`config.mk`:
```
export PLATFORM = sky130hd
export DESIGN_NAME = sd_cmd_phy
export DESIGN_NICKNAME = d
export VERILOG_FILES = /design/src/rtl/sd_pkg.sv /design/src/rtl/sd_crc7.sv /design/src/rtl/sd_cmd_phy.sv
export SDC_FILE = /design/constraint.sdc
export NUM_CORES = 1
export LEC_CHECK = 0
export BUFFER_PORTS_ARGS = -buffer_cell sky130_fd_sc_hd__buf_4
export CORE_MARGIN = 1.5
export CORE_UTILIZATION = 55
export CTS_CLUSTER_SIZE = 14
export DETAILED_ROUTE_END_ITERATION = 10
export PLACE_DENSITY_LB_ADDON = 0.2
export SLEW_MARGIN = 20
export SYNTH_ARGS = -nofsm -noshare
export SYNTH_HDL_FRONTEND = slang
export SYNTH_HIERARCHICAL = 1
export SYNTH_SLANG_ARGS = --single-unit
```
`constraint.sdc`:
```
create_clock -name clk -period 2.6 [get_ports clk]
set_input_delay 0.52 -clock clk [delete_from_list [all_inputs] [get_ports clk]]
set_output_delay 0.52 -clock clk [all_outputs]
set_load 0.05 [all_outputs]
```
`src/rtl/sd_pkg.sv`:
```
// sd_pkg: shared types and constants for the SD CMD-line engine.
package sd_pkg;
  typedef enum logic [1:0] {RESP_NONE, RESP_SHORT, RESP_LONG, RESP_SHORT_NOCRC} resp_type_e;
  typedef enum logic [2:0] {IDLE, SEND, WAIT, RECV, GAP} state_e;
  localparam int SHORT_LEN = 48;
  localparam int LONG_LEN = 136;
  localparam logic [6:0] CRC7_POLY = 7'h09;
endpackage

```
`src/rtl/sd_crc7.sv`:
```
// sd_crc7: serial CRC7 (x^7+x^3+1), MSB first, synchronous clear.
module sd_crc7
  import sd_pkg::*;
(
  input  logic       clk,
  input  logic       reset,
  input  logic       clr,
  input  logic       en,
  input  logic       din,
  output logic [6:0] crc
);
  logic fb;
  assign fb = din ^ crc[6];
  always_ff @(posedge clk or negedge reset)
    if (!reset) crc <= '0;
    else if (clr) crc <= '0;
    else if (en) crc <= {crc[5:0], 1'b0} ^ (fb ? CRC7_POLY : 7'h00);
endmodule

```
`src/rtl/sd_cmd_phy.sv`:
```
// sd_cmd_phy: SD CMD-line engine; sends a CRC7 command frame and captures the response.
module sd_cmd_phy
  import sd_pkg::*;
#(
  parameter int TIMEOUT_CYC = 64,
  parameter int GAP_CYC = 8
) (
  input  logic         clk,
  input  logic         reset,
  input  logic [7:0]   clk_div,
  input  logic         clk_en,
  input  logic         cmd_valid,
  output logic         cmd_ready,
  input  logic [5:0]   cmd_index,
  input  logic [31:0]  cmd_arg,
  input  logic [1:0]   resp_type,
  output logic         resp_valid,
  output logic [5:0]   resp_index,
  output logic [127:0] resp_data,
  output logic         resp_timeout,
  output logic         resp_crc_err,
  output logic         resp_end_err,
  output logic         sd_clk,
  output logic         sd_cmd_out,
  output logic         sd_cmd_oe,
  input  logic         sd_cmd_in
);
  logic [7:0] div_cnt, div_q;
  logic run, tc, rise_tick, fall_tick;
  assign run = sd_clk | clk_en;
  assign tc = div_cnt == div_q;
  assign rise_tick = run & tc & ~sd_clk;
  assign fall_tick = run & tc & sd_clk;
  // A parked clock only stops in its low phase; the high phase always completes.
  always_ff @(posedge clk or negedge reset)
    if (!reset) begin
      div_cnt <= '0;
      div_q <= '0;
      sd_clk <= 1'b0;
    end else if (!run) begin
      div_cnt <= '0;
    end else if (tc) begin
      div_cnt <= '0;
      div_q <= clk_div;
      sd_clk <= ~sd_clk;
    end else begin
      div_cnt <= div_cnt + 8'd1;
    end
  state_e state;
  resp_type_e rtype;
  logic [39:0] tx_sr;
  logic [126:0] rx_sr;
  logic [127:0] rx_full;
  logic [15:0] cnt, last;
  logic [6:0] tx_crc, rx_crc;
  logic [2:0] crc_idx;
  logic accept, is_long, crc_range, tx_en, rx_en;
  assign accept = cmd_valid & cmd_ready & (state == IDLE);
  assign is_long = rtype == RESP_LONG;
  assign last = is_long ? 16'(LONG_LEN - 1) : 16'(SHORT_LEN - 1);
  assign rx_full = {rx_sr, sd_cmd_in};
  assign crc_idx = 3'(16'd46 - cnt);
  // Short CRC covers the first 40 received bits; long CRC skips the 8-bit header.
  assign crc_range = is_long ? (cnt >= 16'd8 && cnt < 16'd128) : (cnt < 16'd40);
  assign tx_en = fall_tick & (state == SEND) & (cnt < 16'd40);
  assign rx_en = rise_tick & (((state == WAIT) & ~sd_cmd_in & ~is_long) | ((state == RECV) & crc_range));
  sd_crc7 u_tx_crc (.clk(clk), .reset(reset), .clr(accept), .en(tx_en), .din(tx_sr[39]), .crc(tx_crc));
  sd_crc7 u_rx_crc (.clk(clk), .reset(reset), .clr(accept), .en(rx_en), .din(sd_cmd_in), .crc(rx_crc));
  always_ff @(posedge clk or negedge reset)
    if (!reset) begin
      state <= IDLE;
      rtype <= RESP_NONE;
      cmd_ready <= 1'b1;
      resp_valid <= 1'b0;
      resp_index <= '0;
      resp_data <= '0;
      resp_timeout <= 1'b0;
      resp_crc_err <= 1'b0;
      resp_end_err <= 1'b0;
      sd_cmd_out <= 1'b1;
      sd_cmd_oe <= 1'b0;
      cnt <= '0;
      tx_sr <= '0;
      rx_sr <= '0;
    end else begin
      resp_valid <= 1'b0;
      case (state)
        IDLE: if (accept) begin
          state <= SEND;
          cmd_ready <= 1'b0;
          rtype <= resp_type_e'(resp_type);
          tx_sr <= {2'b01, cmd_index, cmd_arg};
          cnt <= '0;
          resp_index <= '0;
          resp_data <= '0;
          resp_timeout <= 1'b0;
          resp_crc_err <= 1'b0;
          resp_end_err <= 1'b0;
        end
        SEND: if (fall_tick) begin
          if (cnt == 16'(SHORT_LEN)) begin
            sd_cmd_oe <= 1'b0;
            sd_cmd_out <= 1'b1;
            cnt <= '0;
            state <= (rtype == RESP_NONE) ? GAP : WAIT;
          end else begin
            sd_cmd_oe <= 1'b1;
            sd_cmd_out <= cnt < 16'd40 ? tx_sr[39] : cnt < 16'd47 ? tx_crc[crc_idx] : 1'b1;
            tx_sr <= tx_sr << 1;
            cnt <= cnt + 16'd1;
          end
        end
        WAIT: if (rise_tick) begin
          if (!sd_cmd_in) begin
            state <= RECV;
            rx_sr <= rx_full[126:0];
            cnt <= 16'd1;
          end else if (cnt == 16'(TIMEOUT_CYC - 1)) begin
            resp_timeout <= 1'b1;
            state <= GAP;
            cnt <= '0;
          end else begin
            cnt <= cnt + 16'd1;
          end
        end
        RECV: if (rise_tick) begin
          rx_sr <= rx_full[126:0];
          if (cnt == last) begin
            resp_end_err <= ~sd_cmd_in;
            resp_crc_err <= (rtype != RESP_SHORT_NOCRC) && (rx_sr[6:0] != rx_crc);
            resp_index <= is_long ? 6'h3F : rx_full[45:40];
            resp_data <= is_long ? rx_full : {96'h0, rx_full[39:8]};
            state <= GAP;
            cnt <= '0;
          end else begin
            cnt <= cnt + 16'd1;
          end
        end
        GAP: if (rise_tick) begin
          if (cnt == 16'(GAP_CYC - 1)) begin
            resp_valid <= 1'b1;
            cmd_ready <= 1'b1;
            state <= IDLE;
          end else begin
            cnt <= cnt + 16'd1;
          end
        end
        default: state <= IDLE;
      endcase
    end
endmodule

```
# == After elaboration in Yosys (flattened, before gate mapping) ==
# Index checks and enable logic that the tools add are counted.
# op_classes
n_addsub,3
mul,0
n_div,0
order_cmp,5
eq_ne,26
shift,0
mux,74
n_bitwise,20
reduce_logical,22
# ops
cell,count
two-way mux 128 bit,4
two-way mux 127 bit,3
one-hot mux 128 bit (2 select lines),1
one-hot mux 127 bit (2 select lines),1
two-way mux 16 bit,10
two-way mux 40 bit,3
one-hot mux 16 bit (5 select lines),1
one-hot mux 40 bit (2 select lines),1
two-way mux 3 bit,11
== test 16 x 6 -> 1 bit (second input constant),2
less-than comparator 16 x 6 -> 1 bit (second input constant),2
two-way mux 7 bit,4
two-way mux 6 bit,4
two-way mux 8 bit,3
!= test 2 bit (second input constant),11
two-way mux 1 bit,19
adder 16 x 1 -> 16 bit (second input constant),1
== test 16 x 3 -> 1 bit (second input constant),1
== test 16 x 8 -> 1 bit,1
greater-or-equal comparator 16 x 4 -> 1 bit (second input constant),1
less-than comparator 16 x 8 -> 1 bit (second input constant),1
AND reduction 4 bit,4
one-hot mux 3 bit (5 select lines),1
nonzero test 2 bit,7
28 further kinds,53
# totals
register_bits,360
latch_bits,0
ram_bits,0
mem_bits_ro,0
inputBits,53
output_inout_bits,142
word_cells,169
mem_count,0

# == Depth between registers and ports, before layout ==
# Gate-level depths: netlist of run 1.
# depth
depth_word,8
mapped_depth,12
mapped_depth_nobuf,9

# == Cells and area by module ==
# The synthesis of run 1 kept the hierarchy.
# by_module_without_submodules
module,instances,cells_per_inst,area_each_um2,seq_area_each_um2
sd_cmd_phy,1,1373,15294.7,8660.8
sd_crc7,2,28,307.8,175.2

# == Worst setup path before layout of run 1 ==
# OpenSTA, ideal clock, no wires.
# synth_path
path_kind,register -> register
from,reg rtype[1]
to,reg resp_data[28]
setup_time_ps,125
t_arrival_ps,2263
required_ps,2475
setup_slack_ps,212
stages_incl_launch_ff,9
n_path_buf,2
synth_period_minus_slack_ps,2388
path_cell_list,dfrtp_1 > nor2b_1 > or3_1 > a2111oi_4 > nand4_1 > a21oi_1 > buf_4 > buf_4 > mux2_2
# synth_between
elab_chain_cells,5
elab_cells_between_ends,9
cone_classes,eq/ne: 3; mux: 5; reduce/logical: 1
# synth_lines
element,line_no,rtl
"start, declared",sd_cmd_phy.sv:50,resp_type_e rtype;
"start signal, assigned",sd_cmd_phy.sv:91,rtype <= resp_type_e'(resp_type);
== test 2 bit *,sd_cmd_phy.sv:59,assign is_long = rtype == RESP_LONG;
two-way mux 8 bit or two-way mux 128 bit (tied branches),"sd_cmd_phy.sv:60, sd_cmd_phy.sv:132",
== test 16 x 8 -> 1 bit or two-way mux 128 bit (tied branches),sd_cmd_phy.sv:128,if (cnt == last) begin
!= test 2 x 1 -> 1 bit (no line) or two-way mux 128 bit (tied branches),n/a,
AND reduction 4 bit (no line) or one-hot mux 128 bit (2 select lines) (tied branches),n/a,
"end signal, assigned",sd_cmd_phy.sv:132,"resp_data <= is_long ? rx_full : {96'h0, rx_full[39:8]};"
"end, declared",sd_cmd_phy.sv:19,"output logic [127:0] resp_data,"
# Every way passes the cells marked *; elsewhere a longest branch is shown, timed or not. The select of a mux whose other input is x is not followed.
# A chain may end at the register's enable or synchronous reset.

# == Worst setup path after layout of run 1 ==
# layout_path
from,reg rtype[1]
to,reg resp_data[17]
# Same word-level chain as after synthesis.

==> metrics, run 1 <==
ranking of synthesized cells by area=dfrtp_1, mux2_2, mux2i_1; Synth top area share=56.31%; die width=173.1 um; maximum clock path buffer count=3; IO Pins=195; reg2reg setup slack=0.07 ns; die height=173.1 um; TritonCTS Buffers=38; Syn. warnings=6; Sw Pwr=2569 uW; Pwr Density=602.7 mW/mm^2; RSZ-0062 raised after global routing=yes; Cell Int Power=9307 uW; antenna violations before repair=0; Seq pwr share=48.9%; sequential area share after synthesis=56.64%; final setup margin=0.06760 ns; Cells after Synth=1429; Worst Path Max Fanout=8; Setup Viol. Count Final=0; Comb pwr share=5.3%; CTS tree=built; Final Instance Area=0.01970 sq mm; worst hold-check path type=input pin to flop; Post-synth EDFFs=0; GRT Overall Usage=22.97%; TritonRoute pass-1 iters=7; Synth Flop Type=dfrtp_1; worst-skew pair later-pin latency=0.52 ns; gr ovfl total=0; worst slack at placement=-0.02662 ns; Crit. End Element=flop; crit path kind=flop to flop; worst r2r path cells=8; Sink Count=360; Post-Syn Area per Cell=11.13 sq um; crit share post-route=97.40%; top-count cell post-synth=dfrtp_1; Port Buffers=194; Cell Area, Synth=0.01591 sq mm; share of cells above drive strength 1=31.77%; max cap viols=0; largest net degree at the start of global routing=97; H-tree depth=2; Slew HR=53.65%; endpoints failing hold=0; Worst Hold Path EP=tx_sr[0]$_DFFE_PN0P_; Worst-Margin Slew=0.6953 ns; flops & latches, synth=360; Starting Density=55.58%; DP Area=0.01811 sq mm; syn_nets=1485; r2r startpoint=rtype[1]$_DFFE_PN0P_; Final Hold Slack=0.2321 ns; GP Congestion=0.8594; area leader, netlist=dfrtp_1; Filler cells=2100; CP Launch Type=flop; diode count=0; Worst EP arrival=2.93 ns; Leakage=0.009295 uW; ANT nets after route=0; clock skew=0.006751 ns; # DRC=0; Clock Pin Slew Worst Setup and Hold Paths=0.06 ns; Layout area overhead=23.84%; core area=0.02863 sq mm; fmax=0.3949 GHz; status=finished clean; Post-Route WL=34.46 mm; FF-to-FF End=resp_data[17]$_DFFE_PN0P_; DR vias/cell=5.404; dpl hpwl=22.26 mm; synth cell count leaders=dfrtp_1, nand2_1, mux2_2, mux2i_1, inv_1; Wirelength per Cell=16.69 um; CTS Root Cell=clkbuf_16; Net Sw Frac=21.63%; row count=62; number of DRC violations after detailed-routing iteration 0=683; post-synth cell types=61; first-pass GRT wire length=56.69 mm; Die ar.=0.02996 sq mm; Max Slew Vio Count=0; vias post-DR=11159; Hold Path Stages=2; min cycle time layout=2.532 ns; Total Nets Final=1711; Post-synth ARST share=100.0%; min-delay src=cmd_arg[0]; maximum VDD drop=0.4595 mV; vias in the first global route=11170; power share of the clock group=45.9%; worst path required time=3.00 ns
## state kept, by name (all words and copies together) (netlist names)
register      cells
resp_end_err      1
sd_clk            1
cnt              16
rtype             2
sd_cmd_oe         1
div_q             8
resp_timeout      1
resp_crc_err      1
resp_index        6
rx_sr           127
div_cnt           8
u_tx_crc/crc      7
tx_sr            40
state             3
sd_cmd_out        1
u_rx_crc/crc      7
cmd_ready         1
resp_valid        1
resp_data       128
## power by group through the flow
stage | logic [uW] | registers, uW | clock network, uW
after global placement | 587 | 5890 | 0
after floorplan | 269 | 5900 | 0
after CTS | 612 | 5800 | 5550
after detailed placement | 604 | 5900 | 0
after global routing | 704 | 5810 | 5760
final | 626 | 5800 | 5450
## routing by layer
metal	wire [um]	vias to the layer above	GRT usage, %
li1	-	5241	-
met1	15560	5557	31.90
met2	16210	294	37.15
met3	1804	67	3.848
met4	883	0	7.319
met5	0	-	0
## worst max-delay path, cell delays in order, from the launching register on
cell and delay (ns):
dfrtp_1 0.41, nor2b_4 0.15, or3_4 0.38, a2111oi_4 0.32, nand4_1 0.19, a21oi_4 0.31
buf_12 0.21, buf_12 0.13, mux2_2 0.32
## final cells by class
class	count	area, sq um	share of cell area (%)
flip-flops and latches	360	9015	45.75
repair buffers	267	2318	11.77
inverters	104	390.4	1.981
well taps	384	480.5	2.438
multi-input cells	884	6230	31.62
clock buffers	61	1189	6.033
clock inverters	5	81.33	0.4128
## cell usage in the layout (no fill, tap or decap), types with 5 or more instances in the layout
cell,netlist,final
inv_1,103,103
a2bb2oi_1,6,5
nand3_1,12,11
clkbuf_8,0,13
mux2i_1,107,106
clkbuf_16,0,42
nor2_1,94,91
buf_12,0,16
nand4_1,5,5
a22o_1,11,11
dfrtp_1,358,355
mux2_2,176,173
clkbuf_1,34,9
buf_4,12,241
xnor2_1,14,13
a31oi_1,40,40
o21ai_0,14,14
mux2_4,0,6
nand2_1,268,266
nor3_1,11,10
xor2_1,11,11
a21oi_1,40,39
## cells by family (layout without fill, tap and decap cells)
logic type      after synthesis  count (layout)  share of synthesized area [%]
simple gates                423             423                          11.01
flops                       360             360                          56.64
mux                         289             289                          19.61
buf+inv                     185             437                          5.064
compound gates              144             144                          6.063
xor+xnor                     25              25                          1.376
fa+ha+maj                     3               3                         0.2359
## stage by stage
step	power (uW)	setup TNS, ns	std cells	utilization (%)
2_1_floorplan	6171	0	1429	-
3_3_place_gp	6481	0	1984	63.27
3_5_place_dp	6502	-0.1016	1984	63.27
4_1_cts	11960	-0.04737	2055	68.08
5_1_grt	12280	-0.4389	2065	68.83
6_report	11880	0	2065	68.83
## worst max-delay path by stage
stage / start / endpoint / slack (ns)
3_3_place_gp: cnt[9]$_DFFE_PN0P_ / resp_data[73]$_DFFE_PN0P_ / 0.05
2_1_floorplan: rtype[1]$_DFFE_PN0P_ / resp_data[28]$_DFFE_PN0P_ / 0.21
5_1_grt: div_cnt[2]$_DFF_PN0_ / resp_data[16]$_DFFE_PN0P_ / -0.04
3_5_place_dp: cnt[9]$_DFFE_PN0P_ / resp_data[73]$_DFFE_PN0P_ / -0.03
4_1_cts: rtype[1]$_DFFE_PN0P_ / resp_data[18]$_DFFE_PN0P_ / -0.007
6_report: rtype[1]$_DFFE_PN0P_ / resp_data[17]$_DFFE_PN0P_ / 0.07
## timing repair
action,CTS,global route
hold endpoints to repair,53,0
buffers inserted,3,8
hold buffers,1,0
resized for setup,4,23
cloned,1,3
endpoints found under the setup margin,67,259
pin swaps,1,6
(Power assumes the default switching activity.)
==> inputs of run 2 (changes only) <==
--- a/config.mk
+++ b/config.mk
@@ -7,7 +7,7 @@
 export LEC_CHECK = 0
 export BUFFER_PORTS_ARGS = -buffer_cell sky130_fd_sc_hd__buf_4
 export CORE_MARGIN = 1.5
-export CORE_UTILIZATION = 55
+export CORE_UTILIZATION = 58
 export CTS_CLUSTER_SIZE = 14
 export DETAILED_ROUTE_END_ITERATION = 10
 export PLACE_DENSITY_LB_ADDON = 0.2
==> constraint.sdc (replaced) <==
create_clock -name clk -period 2.6 [get_ports clk]
set_input_delay 0.26 -clock clk [delete_from_list [all_inputs] [get_ports clk]]
set_output_delay 0.26 -clock clk [all_outputs]
set_load 0.05 [all_outputs]
==> run 2 against run 1 <==
Cell area rose by 0.91%. Register-to-register slack barely moved. Utilization grew 4.9 points. Via count rose by 0.19%. Global-route usage increased by 0.97 points. First-iteration DRC count up 5.4%. Maximum frequency increased by 0.29%. Sequential power about the same. Clock power is 5.5% lower. Power is 2.5% lower. Combinational power grew 3%. Clock skew up 0.013 ns.
==> metrics, run 2 (synthesized netlist as in run 1, its figures left out) <==
endpoints failing hold=0 (unchanged); Worst setup startpoint=cnt[5]$_DFFE_PN0P_ (was rtype[1]$_DFFE_PN0P_); Clock Pin Slew Worst Setup and Hold Paths=0.06 ns (about the same); Leakage=0.009397 uW (was 0.009295 uW); DR vias/cell=5.451 (was 5.404); max FFs per register=128 (unchanged); first-pass GRT wire length=55.43 mm (was 56.69 mm); worst hold-check path type=input pin to flop (unchanged); share of cells above drive strength 1=31.05% (was 31.77%); GP Congestion=0.8477 (was 0.8594); Sink Count=360 (unchanged); DP Area=0.01816 sq mm (was 0.01811 sq mm); Worst EP arrival=2.95 ns (was 2.93 ns); commonest non-fill, non-tap cell in the layout=dfrtp_1 (unchanged); worst-skew pair later-pin latency=0.52 ns (about the same); worst path required time=3.02 ns (was 3.00 ns); Setup Viol. Count Final=0 (unchanged); fmax=0.3960 GHz (was 0.3949 GHz); Top Metal Used=met4 (unchanged); status=finished clean (unchanged); die width=168.6 um (was 173.1 um); number of DRC violations after detailed-routing iteration 0=720 (was 683); crit path kind=flop to flop (unchanged); row count=60 (was 62); ANT nets after route=0 (unchanged); Max Slew Vio Count=0 (unchanged); Worst-Margin Slew=0.6862 ns (was 0.6953 ns); DR WL met2=16.80 mm (was 16.21 mm); largest register by flop count=resp_data (unchanged); Pwr Density=582.1 mW/mm^2 (was 602.7 mW/mm^2); Final Instance Area=0.01988 sq mm (was 0.01970 sq mm); Post-Route WL=34.40 mm (was 34.46 mm); gr ovfl total=0 (unchanged); Total Nets Final=1740 (was 1711); Filler cells=1837 (was 2100); FF-to-FF End=resp_data[33]$_DFFE_PN0P_ (was resp_data[17]$_DFFE_PN0P_); Die ar.=0.02843 sq mm (was 0.02996 sq mm); maximum VDD drop=0.5162 mV (was 0.4595 mV); reg2reg setup slack=0.07 ns (about the same); r2r startpoint=cnt[5]$_DFFE_PN0P_ (was rtype[1]$_DFFE_PN0P_); CTS tree=built (unchanged); met3 wire len=1.726 mm (was 1.804 mm); min cycle time layout=2.525 ns (was 2.532 ns); Worst Path Max Fanout=11 (was 8); CTS Root Cell=clkbuf_16 (unchanged); clock skew=0.01964 ns (was 0.006751 ns); antenna violations before repair=0 (unchanged); dpl hpwl=22.04 mm (was 22.26 mm); Wirelength per Cell=16.77 um (was 16.69 um); maximum clock path buffer count=3 (unchanged); RSZ-0062 raised after global routing=yes (unchanged); Starting Density=59.03% (was 55.58%); CP Launch Type=flop (unchanged); vias post-DR=11180 (was 11159); Slew HR=54.26% (was 53.65%); largest net degree at the start of global routing=97 (unchanged); crit share post-route=97.12% (was 97.40%); Largest regs=resp_data: 128 flops, rx_sr: 127 flops, tx_sr: 40 flops (unchanged); TritonCTS Buffers=37 (was 38); # DRC=0 (unchanged); worst r2r path cells=9 (was 8); max cap viols=0 (unchanged); TritonRoute pass-1 iters=5 (was 7); diode count=0 (unchanged); Crit. End Element=flop (unchanged); Layout area overhead=24.97% (was 23.84%); most frequent cells in the layout=dfrtp_1, nand2_1, buf_4 (unchanged); IO Pins=195 (unchanged); Total Power=11570 uW (was 11880 uW); vias in the first global route=11056 (was 11170); Setup crit end=resp_data[33]$_DFFE_PN0P_ (was resp_data[17]$_DFFE_PN0P_); Port Buffers=194 (unchanged); GRT Overall Usage=23.94% (was 22.97%); H-tree depth=2 (unchanged); core area=0.02695 sq mm (was 0.02863 sq mm); DRT met1 WL=14.91 mm (was 15.56 mm); die height=168.6 um (was 173.1 um)
-- run 2: what timing repair did --
item / 4_1_cts / 5_1_grt
hold endpoints to repair: 101 / 0
cloned: 0 / 6
gates resized for setup: 0 / 24
hold buffers: 24 / 0
setup endpoints to repair: 1 / 132
buffers inserted: 0 / 6
pin swaps: 1 / 4
-- run 2: report_power, final --
part           total, uW  leakage (uW)  internal [uW]  switching [uW]
registers           5780       0.00444           5700            83.8
logic                644       0.00438            311             334
clock network       5150      0.000569           3040            2100
total              11600       0.00940           9060            2520
-- run 2: area by class of cell --
cell class	instances	area (sq um)	area share (%)
Inverter	104	390.4	1.963
Timing Repair Buffer	297	2663	13.39
Clock buffer	58	1076	5.412
Multi-Input combinational cell	884	6215	31.26
Clock inverter	7	98.84	0.4971
Sequential cell	360	9014	45.33
Tap cell	341	426.7	2.146
-- run 2: worst min path at each step --
stage	slack (ns)	depth (start not counted)	startpoint	to
after floorplan	-0.04	0	reset	cnt[0]$_DFFE_PN0P_
after global placement	0.32	1	reset	resp_data[112]$_DFFE_PN0P_
after detailed placement	0.32	1	reset	resp_data[112]$_DFFE_PN0P_
after CTS	0.0005	3	cmd_arg[6]	tx_sr[6]$_DFFE_PN0P_
after global routing	0.01	3	cmd_arg[21]	tx_sr[21]$_DFFE_PN0P_
final	0.01	3	cmd_arg[9]	tx_sr[9]$_DFFE_PN0P_
-- run 2: critical path, stage by stage (launching register included) --
cell and delay [ns]:
dfrtp_2 0.41, nand2_2 0.08, or3_4 0.38, a2111oi_4 0.39, nand4_1 0.21, a21oi_4 0.21
buf_12 0.15, buf_16 0.20, buf_4 0.18, mux2i_1 0.22
-- run 2: layer usage --
| metal | global-route usage (%) | vias to the layer above |
|---|---|---|
| li1 | - | 5315 |
| met1 | 32.72 | 5515 |
| met2 | 38.91 | 276 |
| met3 | 4.629 | 74 |
| met4 | 7.686 | 0 |
| met5 | 0 | - |
-- run 2: per-stage QoR --
step                      worst slack (ns)  TNS (ns)  hold WS (ns)  instances  utilization [%]
after floorplan                     0.2124         0      -0.03559       1429                -
after global placement             0.08076         0        0.3166       1950            67.39
after detailed placement           0.01648         0        0.3186       1950            67.39
after CTS                          0.02468         0     0.0005375       2039            72.64
after global routing              -0.06979    -2.754      0.009584       2051            73.77
final                              0.07480         0       0.01107       2051            73.77
==> inputs of run 3 (changes only) <==
--- a/config.mk
+++ b/config.mk
@@ -5,11 +5,12 @@
 export SDC_FILE = /design/constraint.sdc
 export NUM_CORES = 1
 export LEC_CHECK = 0
-export BUFFER_PORTS_ARGS = -buffer_cell sky130_fd_sc_hd__buf_4
 export CORE_MARGIN = 1.5
-export CORE_UTILIZATION = 58
+export CORE_UTILIZATION = 60
 export CTS_CLUSTER_SIZE = 14
 export DETAILED_ROUTE_END_ITERATION = 10
+export DONT_BUFFER_PORTS = 1
+export MAX_ROUTING_LAYER = met4
 export PLACE_DENSITY_LB_ADDON = 0.2
 export SLEW_MARGIN = 20
 export SYNTH_ARGS = -nofsm -noshare
==> run 3 against run 2 <==
The flow now finishes with violations (negative hold slack). Sequential power barely moved. Clock-buffer cell count shrank 5. Clock skew is 0.0039 ns higher. Critical endpoint is now resp_end_err$_DFFE_PN0P_.
==> metrics, run 3 (synthesized netlist as in run 1, its figures left out) <==
dpl hpwl=20.25 mm (was 22.04 mm); Filler cells=1865 (was 1837); worst-skew pair later-pin latency=0.53 ns (was 0.52 ns); worst path required time=3.02 ns (about the same); DR vias/cell=5.639 (was 5.451); die height=165.8 um (was 168.6 um); largest register by flop count=resp_data (unchanged); GP Congestion=0.8442 (was 0.8477); TritonCTS Buffers=38 (was 37); Crit. End Element=flop (unchanged); Setup crit end=resp_end_err$_DFFE_PN0P_ (was resp_data[33]$_DFFE_PN0P_); most frequent cells in the layout=dfrtp_1, nand2_1, mux2_2 (was dfrtp_1, nand2_1, buf_4); TNS Setup=0 ns (unchanged); worst r2r path cells=8 (was 9); reg2reg setup slack=0.10 ns (was 0.07 ns); H-tree depth=2 (unchanged); Port Buffers=0 (was 194); TritonRoute pass-1 iters=6 (was 5); final setup margin=0.1015 ns (was 0.07480 ns); maximum clock path buffer count=3 (unchanged); Total Power=11840 uW (was 11570 uW); first-pass GRT wire length=55.66 mm (was 55.43 mm); fmax=0.4002 GHz (was 0.3960 GHz); worst slack at placement=0.007313 ns (was 0.01648 ns); FF-to-FF End=resp_end_err$_DFFE_PN0P_ (was resp_data[33]$_DFFE_PN0P_); share of cells above drive strength 1=21.36% (was 31.05%); Largest regs=resp_data: 128 flops, rx_sr: 127 flops, tx_sr: 40 flops (unchanged); endpoints failing hold=358 (was 0); status=finished with violations (was finished clean); Starting Density=61.06% (was 59.03%); Final Hold Slack=-0.5510 ns (was 0.01107 ns); number of DRC violations after detailed-routing iteration 0=736 (was 720); Layout area overhead=16.11% (was 24.97%); Max stage delay on crit path=0.39 ns (was 0.41 ns); Pwr Density=640.7 mW/mm^2 (was 582.1 mW/mm^2); Worst setup startpoint=rtype[1]$_DFFE_PN0P_ (was cnt[5]$_DFFE_PN0P_); CP Launch Type=flop (unchanged); CP Buf/Inv Count=2 (was 3); family with the most delay on the worst path=simple AND/OR/NAND/NOR gates (unchanged); Leakage=0.008520 uW (was 0.009397 uW); largest net degree at the start of global routing=361 (was 97); Max Slew Vio Count=0 (unchanged); CTS Root Cell=clkbuf_16 (unchanged); maximum VDD drop=0.5497 mV (was 0.5162 mV); crit-path cells=nor2b_2 > or3_1 > a2111oi_4 > nand4_1 > a21oi_4 > buf_4 > buf_12 > mux2_2 (was nand2_2 > or3_4 > a2111oi_4 > nand4_1 > a21oi_4 > buf_12 > buf_16 > buf_4 > mux2i_1); gr ovfl total=0 (unchanged); IO Pins=195 (unchanged); Final Instance Area=0.01847 sq mm (was 0.01988 sq mm); antenna violations before repair=1 (was 0); crit share post-route=96.10% (was 97.12%); Slowest cell on crit path=or3_1 (was dfrtp_2); DP Area=0.01650 sq mm (was 0.01816 sq mm); worst hold-check path type=input pin to asynchronous set/reset pin (was input pin to flop); max cap viols=0 (unchanged); vias in the first global route=10808 (was 11056); core area=0.02606 sq mm (was 0.02695 sq mm); Post-Route WL=33.53 mm (was 34.40 mm); Hold Buf Count CTS=49 (was 24); ANT nets after route=0 (unchanged); row count=59 (was 60); Sink Count=360 (unchanged); # DRC=0 (unchanged); Die ar.=0.02750 sq mm (was 0.02843 sq mm); Wirelength per Cell=18.01 um (was 16.77 um); Worst EP arrival=2.92 ns (was 2.95 ns); failing checks=negative hold slack; min cycle time layout=2.499 ns (was 2.525 ns); Slew HR=35.83% (was 54.26%); CTS tree=built (unchanged); r2r startpoint=rtype[1]$_DFFE_PN0P_ (was cnt[5]$_DFFE_PN0P_); final core utilization=70.89% (was 73.77%); crit path kind=flop to flop (unchanged); Worst Path Max Fanout=20 (was 11); Clock Pin Slew Worst Setup and Hold Paths=0.06 ns (about the same); WP depth=8 (was 9); clock skew=0.02355 ns (was 0.01964 ns); Setup Viol. Count Final=0 (unchanged); vias post-DR=10499 (was 11180); GRT Overall Usage=25.23% (was 23.94%); max FFs per register=128 (unchanged); die width=165.8 um (was 168.6 um); Worst-Margin Slew=0.9625 ns (was 0.6862 ns); Total Nets Final=1553 (was 1740); commonest non-fill, non-tap cell in the layout=dfrtp_1 (unchanged)
==> run 3: where the power goes <==
group,internal [uW],total (uW),switching (uW)
Sequential,5700,5780,84.5
Combinational,258,499,240
Clock,3300,5550,2250
Total,9260,11800,2580
==> run 3: how the worst min path moves through the flow <==
stage,start,endpoint,slack [ns],cells after the start
2_1_floorplan,reset,cnt[0]$_DFFE_PN0P_,-0.04,0
3_3_place_gp,reset,resp_data[113]$_DFFE_PN0P_,-0.02,0
3_5_place_dp,reset,resp_data[111]$_DFFE_PN0P_,-0.02,0
4_1_cts,reset,resp_data[57]$_DFFE_PN0P_,-0.57,0
5_1_grt,reset,resp_data[114]$_DFFE_PN0P_,-0.58,0
6_report,reset,resp_data[113]$_DFFE_PN0P_,-0.55,0
==> run 3: what timing repair did <==
action                                 in CTS  in global routing
setup endpoints to repair                  11                153
gates resized for setup                     1                 13
pin swaps                                   0                  5
endpoints found under the hold margin     413                360
cloned                                      0                  2
buffers inserted                            0                  6
==> run 3: through the flow <==
step,instances,hold WS (ns)
5_1_grt,1862,-0.5759
3_5_place_dp,1735,-0.02380
4_1_cts,1853,-0.5702
6_report,1862,-0.5510
3_3_place_gp,1735,-0.02204
2_1_floorplan,1429,-0.03559
==> run 3: cell type report <==
class	count	area, sq um	share of cell area (%)
Sequential cell	360	9011	48.78
Multi-Input combinational cell	884	6197	33.55
Timing Repair Buffer	109	1157	6.265
Clock buffer	53	1109	6.001
Tap cell	335	419.2	2.269
Inverter	104	390.4	2.113
Clock inverter	16	187.7	1.016
Antenna cell	1	2.502	0.01355
==> run 3: layer usage <==
| metal | wire length [um] | vias to the layer above | track usage, % |
|---|---|---|---|
| li1 | - | 4933 | - |
| met1 | 14680 | 5207 | 33.50 |
| met2 | 16080 | 304 | 40.02 |
| met3 | 2075 | 55 | 4.862 |
| met4 | 700 | 0 | 6.933 |
| met5 | 0 | - | - |
